===== config.mk =====
export PLATFORM = sky130hd
export DESIGN_NAME = ifu_pipe
export DESIGN_NICKNAME = d
export VERILOG_FILES = /design/src/rtl/core_pkg.sv /design/src/rtl/ifu_pipe_im_rom.sv /design/src/rtl/ifu_pipe.sv
export SDC_FILE = /design/constraint.sdc
export NUM_CORES = 1
export LEC_CHECK = 0
export ABC_CLOCK_PERIOD_IN_PS = 6100
export CELL_PAD_IN_SITES_DETAIL_PLACEMENT = 0
export CELL_PAD_IN_SITES_GLOBAL_PLACEMENT = 1
export CORE_ASPECT_RATIO = 1.1
export CORE_UTILIZATION = 35
export CTS_CLUSTER_DIAMETER = 200
export DETAILED_ROUTE_END_ITERATION = 12
export GPL_TIMING_DRIVEN = 0
export PLACE_DENSITY = 0.89
export SLEW_MARGIN = 20
export SYNTH_ARGS = -nofsm -noshare
export SYNTH_HDL_FRONTEND = slang
export SYNTH_HIERARCHICAL = 1
export SYNTH_SLANG_ARGS = --single-unit

===== constraint.sdc =====
create_clock -name clk -period 6.1 [get_ports clk]
set_input_delay 1.525 -clock clk [delete_from_list [all_inputs] [get_ports clk]]
set_output_delay 1.525 -clock clk [all_outputs]
set_load 0.03 [all_outputs]

===== src/rtl/core_pkg.sv =====
// Shared constants for the MIPS-subset core: reset vector, NOP encoding,
// redirect op codes and the instruction-memory image.
package core_pkg;

   localparam logic [31:0] RESET_PC_DEF  = 32'h0000_3000;
   localparam logic [31:0] NOP_INSTR_DEF = 32'h0000_0000;

   localparam logic [1:0] REDIR_NONE = 2'b00;
   localparam logic [1:0] REDIR_REL  = 2'b01;
   localparam logic [1:0] REDIR_ABS  = 2'b10;
   localparam logic [1:0] REDIR_REG  = 2'b11;

   // Boot image as a pure function of the word index, so the ROM
   // needs no memory-initialisation file.
   function automatic logic [31:0] im_init_word(input logic [31:0] idx);
      return 32'hA5A5_0000 ^ idx;
   endfunction

endpackage


===== src/rtl/ifu_pipe_im_rom.sv =====
// Word-addressed instruction ROM with a combinational read port.
import core_pkg::*;

module im_rom #(
   parameter int AW = 10
) (
   input  logic [AW-3:0] addr,
   output logic [31:0]   data
);

   assign data = im_init_word(32'(addr));

endmodule


===== src/rtl/ifu_pipe.sv =====
// Instruction-fetch stage: PC register, redirect target selection,
// ROM window check and the IF/ID pipeline register.
import core_pkg::*;

module ifu_pipe #(
   parameter logic [31:0] RESET_PC  = RESET_PC_DEF,
   parameter int          IM_AW     = 10,
   parameter logic [31:0] NOP_INSTR = NOP_INSTR_DEF
) (
   input  logic        clk,
   input  logic        reset,
   input  logic        stall,
   input  logic [1:0]  redir_op,
   input  logic [31:0] redir_pc,
   input  logic [25:0] redir_imm,
   input  logic [31:0] redir_rs,
   output logic [31:0] id_instr,
   output logic [31:0] id_pc,
   output logic [31:0] id_pc4,
   output logic        id_valid,
   output logic        id_fault,
   output logic [31:0] fetch_cnt
);

   logic [31:0] pc;
   logic [31:0] pc_plus4;
   logic [31:0] offset;
   logic [31:0] rel_off;
   logic [31:0] target;
   logic [31:0] rom_data;
   logic        fetch_bad;
   logic        redir_active;

   assign pc_plus4 = pc + 32'd4;
   assign offset   = pc - RESET_PC;

   // A pc below the window wraps to a huge offset, so one offset test
   // covers both bounds; RESET_PC is word aligned so offset[1:0] == pc[1:0].
   assign fetch_bad = (offset[1:0] != 2'b00) || (offset[31:IM_AW] != '0);

   im_rom #(.AW(IM_AW)) u_rom (
      .addr (offset[IM_AW-1:2]),
      .data (rom_data)
   );

   assign rel_off      = {{14{redir_imm[15]}}, redir_imm[15:0], 2'b00};
   assign redir_active = (redir_op != REDIR_NONE);

   always_comb begin
      target = redir_rs;
      case (redir_op)
         REDIR_REL: target = redir_pc + 32'd4 + rel_off;
         REDIR_ABS: target = {redir_pc[31:28], redir_imm, 2'b00};
         default:   target = redir_rs;
      endcase
   end

   always_ff @(posedge clk or posedge reset) begin
      if (reset) begin
         pc        <= RESET_PC;
         id_instr  <= NOP_INSTR;
         id_pc     <= RESET_PC;
         id_pc4    <= RESET_PC + 32'd4;
         id_valid  <= 1'b0;
         id_fault  <= 1'b0;
         fetch_cnt <= '0;
      end else if (redir_active) begin
         // Redirect beats stall; the instruction fetched this cycle is dropped.
         pc       <= target;
         id_instr <= NOP_INSTR;
         id_valid <= 1'b0;
         id_fault <= 1'b0;
      end else if (!stall) begin
         pc       <= pc_plus4;
         id_pc    <= pc;
         id_pc4   <= pc_plus4;
         id_valid <= 1'b1;
         if (fetch_bad) begin
            id_instr <= NOP_INSTR;
            id_fault <= 1'b1;
         end else begin
            id_instr  <= rom_data;
            id_fault  <= 1'b0;
            fetch_cnt <= fetch_cnt + 32'd1;
         end
      end
   end

endmodule

# After elaboration in Yosys (flattened, before gate mapping)
# Cells that the tools add are included.
# op_classes
muxes	11
eq_ne	3
bitwise	3
n_reduce_logical	6
addsub	5
# ops
operator	n
32-bit two-way mux	5
32-bit by 3-bit adder with 32-bit output (second input constant)	2
32-bit one-hot mux with 2 select lines	1
32-bit by 1-bit adder with 32-bit output (second input constant)	1
32-bit adder	1
32-bit by 14-bit subtractor with 32-bit output (second input constant)	1
22-bit nonzero test	1
1-bit two-way mux	5
2-bit nonzero test	2
1-bit NOT	3
3-bit AND reduction	1
2-bit by 1-bit == test with 1-bit output (second input constant)	1
2-bit == test (second input constant)	1
2-bit by 1-bit inequality test with 1-bit output (second input constant)	1
2-bit AND reduction	1
1-bit logical OR	1
# word_totals
reg_bits	162
in_bits	95
wordCells	35

# Depth between registers and ports, before layout
# Gate-level depths: netlist of run 1.
# depth
word_depth	6
depth_mapped	14

# By module
# Netlist of run 1, hierarchy kept.
# by_module_without_submodules
mod	n_inst	cells_per_inst	seq_area_each_um2	area_per_inst_um2
ifu_pipe	1	1042	4012.6	9562.9
im_rom	1	34	0.0	247.7

# Worst setup path before layout of run 1
# Ideal clock, no wire load.
# synth_timing
kind	input-to-reg
startpoint	in redir_pc[3]
endpoint	reg pc[25]
arrival_ns	3.838
path_buffers	0
setup_slack_ns	2.119
path_stages	12
t_required_ns	5.958
cell_sequence	ha_1 ha_1 inv_1 fa_1 nand2b_1 a21oi_1 o211ai_1 or3_1 and3_1 o31ai_1 xnor2_1 o221ai_1
# synth_via
elab_chain_len	4
# synth_lines
element	line	text
start: declaration	ifu_pipe.sv:14	input logic [31:0] redir_pc,
32-bit by 3-bit adder with 32-bit output	ifu_pipe.sv:52	REDIR_REL: target = redir_pc + 32'd4 + rel_off;
32-bit adder	ifu_pipe.sv:52	
32-bit one-hot mux with 2 select lines	ifu_pipe.sv:51	case (redir_op)
32-bit two-way mux	ifu_pipe.sv:67	end else if (redir_active) begin
end signal: assignment	ifu_pipe.sv:69	pc <= target;
end signal: assignment	ifu_pipe.sv:74	pc <= pc_plus4;
end: declaration	ifu_pipe.sv:25	logic [31:0] pc;
# No other way between the ends.
# A chain may end at the register's enable or synchronous reset.

# Worst setup path after layout of run 1
# layout_timing
startpoint	in redir_imm[0]
endpoint	reg pc[31]
# layout_via
elab_chain_len	3
# layout_lines
element	line	text
start: declaration	ifu_pipe.sv:15	input logic [25:0] redir_imm,
32-bit adder	ifu_pipe.sv:52	
32-bit one-hot mux with 2 select lines	ifu_pipe.sv:51	
32-bit two-way mux	ifu_pipe.sv:67	
# No other way between the ends.

==> flow_metrics.env, run 1 <==
export IMPL_yosysSeqAreaShare_pct=40.90
export IMPL_critical_path_buf_inv_count=4
export IMPL_max_freq_mhz=217.0
export IMPL_min_to="id_pc[13]"
export IMPL_cp_slowest_stage_delay_ns=0.57
export IMPL_yosys_warnings=6
export IMPL_endpoint_kind="register"
export IMPL_rr_worst_depth=9
export IMPL_cts_made_buffers=17
export IMPL_skew_ns=0.01268
export IMPL_grt_usage_pct=19.97
export IMPL_dieHeight_um=177.6
export IMPL_period_share_pct=75.55
export IMPL_clkLatencyLatePin_ns=0.43
export IMPL_yosysTopAreaCellShare_pct=39.03
export IMPL_cts_tree="yes"
export IMPL_cp_slowest_cell="o31ai_1"
export IMPL_antenna_left=0
export IMPL_async_flop_share_pct=100.0
export IMPL_grt_pass1_wl_mm=44.65
export IMPL_max_slew_margin_rel_pct=43.25
export IMPL_post_cts_buffers=0
export IMPL_antenna_found_initial=0
export IMPL_routed_wl_mm=28.12
export IMPL_slew_violations=0
export IMPL_synth_top_flop_cell="dfrtp_1"
export IMPL_io_pins=225
export IMPL_stdcell_count=1712
export IMPL_row_count=63
export IMPL_core_mm2=0.02727
export IMPL_vias=8669
export IMPL_final_cell_mix="clkdlybuf4s50_1, nand2_1, dfrtp_1"
export IMPL_ctsLongestPathBuffers=2
export IMPL_ctsResizeCount=0
export IMPL_ys_ff_latch=160
export IMPL_critPathMaxFanout=5
export IMPL_cts_max_level=4
export IMPL_drive_above_1_share_pct=6.642
export IMPL_grt_pass1_vias=8353
export IMPL_period_needed_ns=4.609
export IMPL_tns_ns=0
export IMPL_finalWorstSetupSlack_ns=1.491
export IMPL_clk_pin_slew_ns=0.07
export IMPL_synth_cell_types=61
export IMPL_holdBufCountCts=0
export IMPL_cts_sinks=160
export IMPL_ff2ff_setup_slack_ns=2.98
export IMPL_powerDensity_mw_per_mm2=260.0
export IMPL_dr_pass1_iters=6
export IMPL_path_cells="clkdlybuf4s50_1 -> inv_1 -> ha_1 -> inv_1 -> ha_1 -> inv_1 -> fa_1 -> nand2b_1 -> a21oi_1 -> o211ai_1 -> o31ai_1 -> a21oi_1 -> o21ai_0 -> xnor2_1 -> o221ai_1"
export IMPL_required_ns=6.39
export IMPL_dp_final_hpwl_mm=22.55
export IMPL_worst_setup_path_type="input port to register"
export IMPL_syn_to_final_growth_pct=34.74
export IMPL_syn_inst=1076
export IMPL_reg2reg_from="pc[2]"
export IMPL_cts_root_buf="clkbuf_16"
export IMPL_cp_top_family="compound AO/OA/AOI/OAI gates"
export IMPL_gp_congestion=0.8587
export IMPL_holdCritStartpoint="id_pc[13]"
export IMPL_ir_drop_uv=160.8
export IMPL_synth_top_cell_by_area="dfrtp_1"
export IMPL_hp_class="register to register"
export IMPL_max_cap_violations=0
export IMPL_syn_area_mm2=0.009811
export IMPL_p_leak_nw=5.771
export IMPL_diodes=0
export IMPL_wl_per_cell_um=16.43
export IMPL_via_per_inst=5.064
export IMPL_setup_viol=0
export IMPL_r2r_end="pc[12]"
export IMPL_drt_initial_drc_count=635
export IMPL_netlist_top_cells_area="dfrtp_1, ha_1, nand2_1, xnor2_1, o21ai_0"
export IMPL_dieArea_mm2=0.02870
export IMPL_placed_cells=1680
export IMPL_status="finished, final reports clean"
export IMPL_hold_viol_final=0
export IMPL_grt_overflow_total=0
export IMPL_portBuffers=224
export IMPL_crit_top_cell="inv_1"
export IMPL_syn_area_per_cell_um2=9.118
export IMPL_holdPathStages=2
export IMPL_die_width_um=161.6
export IMPL_layout_nets=1501
export IMPL_remaining_drc_errors=0
export IMPL_p_total_mw=3.436
export IMPL_synth_edf_count=0
export IMPL_cp_arrival_ns=4.90
export IMPL_start_util_pct=35.97
export IMPL_final_core_util_pct=48.47
export IMPL_start_kind="input port"
export IMPL_pre_cts_slack_ns=1.038
export IMPL_grt_max_degree=94
export IMPL_final_common_cell="clkdlybuf4s50_1"
export IMPL_worst_slew_pin_slew_ns=0.8442
export IMPL_rsz0062_at_grt="false"
[worst reg2reg max path: cells and delay by family, from the launching register on]
family / cells / cell delay, ns
xor gates and xnor gates: 1 / 0.16
buffers and inverters: 1 / 0.20
adders and majority gates: 1 / 0.25
DFF: 1 / 0.49
AOI/OAI and AO/OA: 1 / 0.13
and+or+nand+nor: 5 / 1.81
[report_power, final]
part	internal (mW)	leakage (nW)	switching (mW)
logic	0.449	3.40	0.621
registers	1.19	2.08	0.0886
clock network	0.618	0.297	0.472
total	2.25	5.77	1.18
[kinds of logic (layout without fill, tap and decap cells)]
| group | after synthesis | in the layout | share of synthesized area (%) |
|---|---|---|---|
| DFF | 160 | 160 | 40.90 |
| muxes | 3 | 3 | 0.3188 |
| and+or+nand+nor | 383 | 383 | 18.36 |
| adders and majority gates | 64 | 64 | 8.239 |
| buffers and inverters | 117 | 374 | 6.007 |
| AOI/OAI and AO/OA | 237 | 237 | 16.27 |
| other | 2 | 24 | 0.07655 |
| xor gates and xnor gates | 110 | 110 | 9.820 |
[per-layer routing]
metal | share of wire (%) | GRT usage (%) | routed length [um] | vias up
met5 | 0 | 0 | 0 | -
met4 | 2.0 | 6.329 | 560 | 0
met3 | 5.1 | 2.617 | 1447 | 35
met2 | 49 | 34.20 | 13850 | 289
met1 | 44 | 26.03 | 12270 | 4086
li1 | - | - | - | 4259
[cell usage after synthesis (all sizes together) (15+ instances only)]
master / n
nand2: 187
xor2: 35
o21ai: 64
inv: 17
nand3: 41
buf: 45
and3: 16
a221oi: 16
dfrtp: 153
a21oi: 41
clkbuf: 55
nor2: 55
ha: 63
xnor2: 75
a22o: 32
o31ai: 15
[flip-flops by register name (all words and copies together), names as in the netlist]
signal,cells
id_fault,1
id_pc4,30
id_instr,32
fetch_cnt,32
id_pc,32
id_valid,1
pc,32
[worst max-delay path by stage]
stage	slack [ns]	endpoint	cells past startpoint	from
global placement	-1.79	id_pc[1]	2	reset
floorplan	0.27	fetch_cnt[0]	1	reset
finish	1.49	pc[31]	15	redir_imm[0]
CTS	1.48	pc[31]	15	redir_imm[0]
global route	1.33	pc[31]	15	redir_imm[0]
detailed placement	1.04	pc[31]	15	redir_imm[0]
[area by class of cell]
type                            instances  area (um2)
Clock inverter                         15       176.4
Tap cell                              357       446.7
Sequential cell                       160        4013
Buffer                                100       525.5
Inverter                               17       71.32
Timing Repair Buffer                  225        2270
Clock buffer                           17       425.4
Multi-Input combinational cell        821        5291
Fill cell                            2599       14050
[stage by stage]
| step | instance area (um2) | hold slack (ns) |
|---|---|---|
| after floorplan | 9893 | 0.4610 |
| after global placement | 12580 | 0.4474 |
| after detailed placement | 12620 | 0.4539 |
| after CTS | 13220 | 0.4644 |
| after global routing | 13220 | 0.4843 |
| final | 13220 | 0.4619 |
No activity file was read; power rests on OpenSTA's default activity.
==> run 2, diff against run 1 <==
- ABC_CLOCK_PERIOD_IN_PS: 6100 -> 3800
- clock period: 6.1 -> 3.8 ns (I/O delays scaled with it)
==> run 2 against run 1 <==
Die area stayed put; global-route usage is 0.59 points higher; count of clock-buffer cells in the layout stayed put.
==> flow_metrics.env, run 2 (synthesis gave the netlist of run 1 again) <==
export IMPL_via_per_inst=5.095
export IMPL_cts_tree="yes"
export IMPL_gp_congestion=0.8609
export IMPL_final_common_cell="clkdlybuf4s50_1"
export IMPL_antenna_found_initial=0
export IMPL_final_cell_mix="clkdlybuf4s50_1, nand2_1, dfrtp_1"
export IMPL_grt_max_degree=32
export IMPL_io_pins=225
export IMPL_clkLatencyLatePin_ns=0.43
export IMPL_reg2reg_from="pc[3]"
export IMPL_required_ns=4.08
export IMPL_grt_overflow_total=0
export IMPL_max_slew_margin_rel_pct=45.34
export IMPL_grt_pass1_vias=8630
export IMPL_worstSetupStartpoint="redir_imm[1]"
export IMPL_combinationalPowerShare_pct=31.3
export IMPL_slew_violations=0
export IMPL_syn_to_final_growth_pct=36.95
export IMPL_switching_share_pct=34.12
export IMPL_register_area_mm2=0.004013
export IMPL_route_met2_wl_mm=14.16
export IMPL_cp_arrival_ns=3.96
export IMPL_hold_viol_final=0
export IMPL_crit_top_cell="ha_1"
export IMPL_ctsLongestPathBuffers=2
export IMPL_p_switching_mw=1.920
export IMPL_wl_met3_mm=1.414
export IMPL_status="finished, final reports clean"
export IMPL_period_share_pct=96.64
export IMPL_grt_usage_pct=20.56
export IMPL_drt_initial_drc_count=539
export IMPL_cp_top_family="adder cells"
export IMPL_dp_final_hpwl_mm=23.12
export IMPL_row_count=63
export IMPL_vias=8763
export IMPL_fin_area_mm2=0.01344
export IMPL_worst_slew_pin_slew_ns=0.8131
export IMPL_holdCritStartpoint="id_pc[13]"
export IMPL_top_layer_used="met4"
export IMPL_cts_root_buf="clkbuf_16"
export IMPL_dr_pass1_iters=5
export IMPL_cts_max_level=4
export IMPL_wl_met1_mm=12.87
export IMPL_hp_class="register to register"
export IMPL_setup_viol=0
export IMPL_cts_made_buffers=17
export IMPL_period_needed_ns=3.672
export IMPL_max_freq_mhz=272.3
export IMPL_remaining_drc_errors=0
export IMPL_p_leak_nw=5.862
export IMPL_grt_pass1_wl_mm=46.10
export IMPL_layout_nets=1509
export IMPL_routed_wl_mm=28.97
export IMPL_wl_per_cell_um=16.84
export IMPL_powerDensity_mw_per_mm2=418.8
export IMPL_cp_slowest_stage_delay_ns=0.43
export IMPL_start_util_pct=35.97
export IMPL_core_mm2=0.02727
export IMPL_worst_setup_path_type="input port to register"
export IMPL_skew_ns=0.01552
export IMPL_clk_pin_slew_ns=0.07
export IMPL_max_cap_violations=0
export IMPL_dieHeight_um=177.6
export IMPL_portBuffers=224
export IMPL_fillers=2576
export IMPL_cts_sinks=160
export IMPL_clkPwrFrac_pct=32.2
export IMPL_intPower_mw=3.707
export IMPL_drive_above_1_share_pct=7.850
export IMPL_antenna_left=0
export IMPL_pwr_share_seq_pct=36.5
export IMPL_diodes=0
export IMPL_cp_slowest_cell="clkdlybuf4s50_1"
export IMPL_dieArea_mm2=0.02870
export IMPL_path_cells="clkdlybuf4s50_1 -> ha_1 -> ha_1 -> inv_1 -> fa_1 -> nand2b_4 -> a21oi_4 -> o211ai_1 -> or3_1 -> and3_2 -> o31ai_4 -> xnor2_1 -> o221ai_1"
export IMPL_critPathMaxFanout=3
export IMPL_start_kind="input port"
export IMPL_final_core_util_pct=49.26
export IMPL_critical_path_buf_inv_count=2
export IMPL_place_area_mm2=0.01273
export IMPL_die_width_um=161.6
export IMPL_endpoint_kind="register"
export IMPL_ir_drop_uv=279.1
export IMPL_multi_input_area_mm2=0.005354
==> run 2: cell count changes in the layout (fill, tap and decap cells not counted), moves of 2 or more <==
| cell | delta |
|---|---|
| buf_12 | +3 |
| buf_4 | +3 |
| o31ai_1 | -3 |
| a21oi_1 | -2 |
| buf_16 | +2 |
| clkdlybuf4s50_1 | -2 |
| clkinv_2 | -2 |
| clkinvlp_4 | +2 |
| o31ai_4 | +2 |
==> run 2: routing by layer <==
| layer | global-route usage, % | vias up |
|---|---|---|
| li1 | - | 4267 |
| met1 | 26.79 | 4170 |
| met2 | 35.54 | 293 |
| met3 | 2.711 | 33 |
| met4 | 5.818 | 0 |
| met5 | 0 | - |
==> run 2: worst reg2reg max path, stage by stage, from the launching register on <==
cell,delay [ns]
dfrtp_1,0.47
ha_1,0.25
nand3_1,0.24
nor4_2,0.80
nor2b_1,0.21
buf_2,0.21
xnor2_1,0.17
a21oi_1,0.13
and4b_1,0.23
or3_1,0.35
==> run 2: power groups by stage <==
stage / sequential, mW / clock [mW] / combinational (mW)
2_1_floorplan: 2.34 / 0 / 0.774
3_5_place_dp: 2.09 / 0 / 1.73
6_report: 2.05 / 1.81 / 1.76
3_3_place_gp: 2.08 / 0 / 1.70
4_1_cts: 2.05 / 1.84 / 1.75
5_1_grt: 2.08 / 1.91 / 1.91
==> run 2: path summary, 6_finish.rpt <==
| kind | endpoint | slack, ns | depth (start not counted) |
|---|---|---|---|
| worst max-delay path | pc[25] | 0.13 | 13 |
| min in group asynchronous | fetch_cnt[18] | 0.87 | 2 |
| worst min-delay path | id_pc[13] | 0.46 | 2 |
| worst min register to register | id_pc[13] | 0.46 | 2 |
| worst max register to register | pc[12] | 0.66 | 9 |
| max in group asynchronous | id_pc4[21] | 1.92 | 6 |
==> run 2: timing repair <==
action | CTS | global route
endpoints found under the setup margin | 5 | 6
hold buffers | 0 | 0
setup buffers | 0 | 3
pin swaps | 2 | 4
gates cloned | 0 | 0
gates resized for setup | 6 | 11
==> run 2: metrics by stage <==
step / worst slack [ns] / total power [mW] / instances / hold slack [ns] / TNS [ns]
6_report: 0.1278 / 5.627 / 1720 / 0.4608 / 0
5_1_grt: -0.02913 / 5.900 / 1720 / 0.4966 / -0.02913
2_1_floorplan: 0.3943 / 3.110 / 1098 / 0.4610 / 0
4_1_cts: 0.02541 / 5.650 / 1717 / 0.4689 / 0
3_5_place_dp: -0.7074 / 3.820 / 1685 / 0.4580 / -8.063
3_3_place_gp: -0.6648 / 3.778 / 1679 / 0.4475 / -84.32
==> run 2: final cells by class <==
class / instances / area share, %
Buffer: 100 / 3.911
Timing Repair Buffer: 233 / 17.90
Sequential cell: 160 / 29.87
Tap cell: 357 / 3.325
Clock buffer: 17 / 3.166
Multi-Input combinational cell: 821 / 39.85
Inverter: 17 / 0.5029
Clock inverter: 15 / 1.481
==> run 3, diff against run 2 <==
- CORE_UTILIZATION: 35 -> 36
- CTS_BUF_LIST: default -> sky130_fd_sc_hd__clkbuf_8
- PLACE_DENSITY: 0.89 -> 0.91
==> run 3 against run 2 <==
Power down 11%; non-clock buffer count fell by 2; die area is 2.7% lower; final cell count down 0.12%; clock skew grew 0.0035 ns; first-iteration DRC count increased by 12%; sequential share of layout area up 0.58 points.
==> flow_metrics.env, run 3 (synthesis gave the netlist of run 1 again) <==
export IMPL_status="finished, final reports clean"
export IMPL_io_pins=225
export IMPL_diodes=0
export IMPL_endpoint_kind="register"
export IMPL_period_needed_ns=3.686
export IMPL_antenna_left=0
export IMPL_vias=8653
export IMPL_cts_sinks=160
export IMPL_grt_pass1_vias=8684
export IMPL_row_count=63
export IMPL_p_total_mw=5.032
export IMPL_critPathMaxFanout=5
export IMPL_cp_arrival_ns=4.03
export IMPL_dp_final_hpwl_mm=22.83
export IMPL_start_kind="input port"
export IMPL_grt_overflow_total=0
export IMPL_p_leak_nw=5.749
export IMPL_finalWorstSetupSlack_ns=0.1143
export IMPL_final_common_cell="clkdlybuf4s50_1"
export IMPL_dieHeight_um=175.1
export IMPL_antenna_found_initial=0
export IMPL_dr_pass1_iters=5
export IMPL_fin_area_mm2=0.01318
export IMPL_ctsLongestPathBuffers=2
export IMPL_tns_ns=0
export IMPL_core_mm2=0.02688
export IMPL_final_cell_mix="clkdlybuf4s50_1, nand2_1, dfrtp_1"
export IMPL_gp_congestion=0.8578
export IMPL_max_freq_mhz=271.3
export IMPL_layout_nets=1507
export IMPL_cts_max_level=4
export IMPL_final_core_util_pct=49.04
export IMPL_worst_slew_pin_slew_ns=0.7953
export IMPL_pre_cts_slack_ns=-0.6842
export IMPL_die_width_um=159.4
export IMPL_routed_wl_mm=28.08
export IMPL_stdcell_count=1718
export IMPL_period_share_pct=96.99
export IMPL_via_per_inst=5.037
export IMPL_portBuffers=224
export IMPL_clkLatencyLatePin_ns=0.46
export IMPL_drt_initial_drc_count=601
export IMPL_cts_tree="yes"
export IMPL_slew_violations=0
export IMPL_placed_cells=1685
export IMPL_worst_setup_path_type="input port to register"
export IMPL_cp_slowest_cell="clkdlybuf4s50_1"
export IMPL_max_cap_violations=0
export IMPL_max_slew_margin_rel_pct=46.54
export IMPL_setup_viol=0
export IMPL_start_util_pct=36.50
export IMPL_clk_pin_slew_ns=0.09
export IMPL_hold_viol_final=0
export IMPL_remaining_drc_errors=0
export IMPL_cts_made_buffers=17
export IMPL_grt_max_degree=34
export IMPL_ir_drop_uv=258.1
export IMPL_hp_class="register to register"
export IMPL_place_area_mm2=0.01274
export IMPL_path_cells="clkdlybuf4s50_1 -> ha_1 -> ha_1 -> o211ai_1 -> a21oi_4 -> o211ai_1 -> buf_4 -> nor3b_1 -> o31ai_1 -> a211oi_1 -> mux2i_1 -> nand2_1"
export IMPL_required_ns=4.15
export IMPL_grt_pass1_wl_mm=46.07
export IMPL_holdWs_ns=0.4632
export IMPL_skew_ns=0.01898
export IMPL_cts_root_buf="clkbuf_8"
export IMPL_cp_slowest_stage_delay_ns=0.52
export IMPL_syn_to_final_growth_pct=34.36
export IMPL_grt_usage_pct=20.95
export IMPL_wl_per_cell_um=16.34
export IMPL_drive_above_1_share_pct=7.715
export IMPL_dieArea_mm2=0.02792
export IMPL_powerDensity_mw_per_mm2=381.8
[run 3: cell count changes in the layout (fill, tap and decap cells not counted), moves of 2 or more]
cell        previous run  this run
buf_4                 40        38
bufinv_16              3         1
clkbuf_16             17         0
clkbuf_8               0        19
clkinv_2               1         4
clkinvlp_4             3         1
inv_8                  4         2
[run 3: what timing repair did]
action	CTS	global route
gates resized for setup	2	12
setup buffers	0	1
endpoints found under the hold margin	0	0
hold buffers	0	0
setup endpoints to repair	1	7
pin swaps	0	4
[run 3: final timing paths]
kind                       slack, ns  cells past startpoint       endpoint         start
setup reg to reg                0.68                      9         pc[12]         pc[2]
setup / recovery                0.11                     12         pc[29]  redir_imm[4]
max in group asynchronous       1.94                      5         pc[12]         reset
hold / removal                  0.46                      2      id_pc[13]     id_pc[13]
min in group asynchronous       0.88                      2  fetch_cnt[16]         reset
hold reg to reg                 0.46                      2      id_pc[13]     id_pc[13]
[run 3: layout make-up]
type                    count  area (um2)
inverters                  17       67.56
flip-flops and latches    160        4013
plain buffers             100       525.5
clock inverters            13       125.1
multi-input cells         821        5348
fillers                  2520       13700
well taps                 357       446.7
clock buffers              19       261.5
repair buffers            231        2395
[run 3: critical path, delay by kind of cell]
family,cells,cell delay (ns)
AO/OA/AOI/OAI,5,1.22
multiplexers,1,0.25
buffers and inverters,2,0.72
AND/OR/NAND/NOR,2,0.27
adder cells (fa/ha/maj),2,0.63
[run 3: power by group]
part	switching [mW]	internal, mW	leakage, nW
Clock	0.674	0.566	0.204
Combinational	1.00	0.740	3.47
Sequential	0.144	1.91	2.08
Total	1.82	3.21	5.75
[run 3: metal layers]
metal	vias up	share of wire (%)	global-route usage, %
met5	-	0	0
met4	0	1.7	6.731
met3	33	4.3	3.014
met2	259	49	35.89
met1	4093	45	27.15
li1	4268	-	-
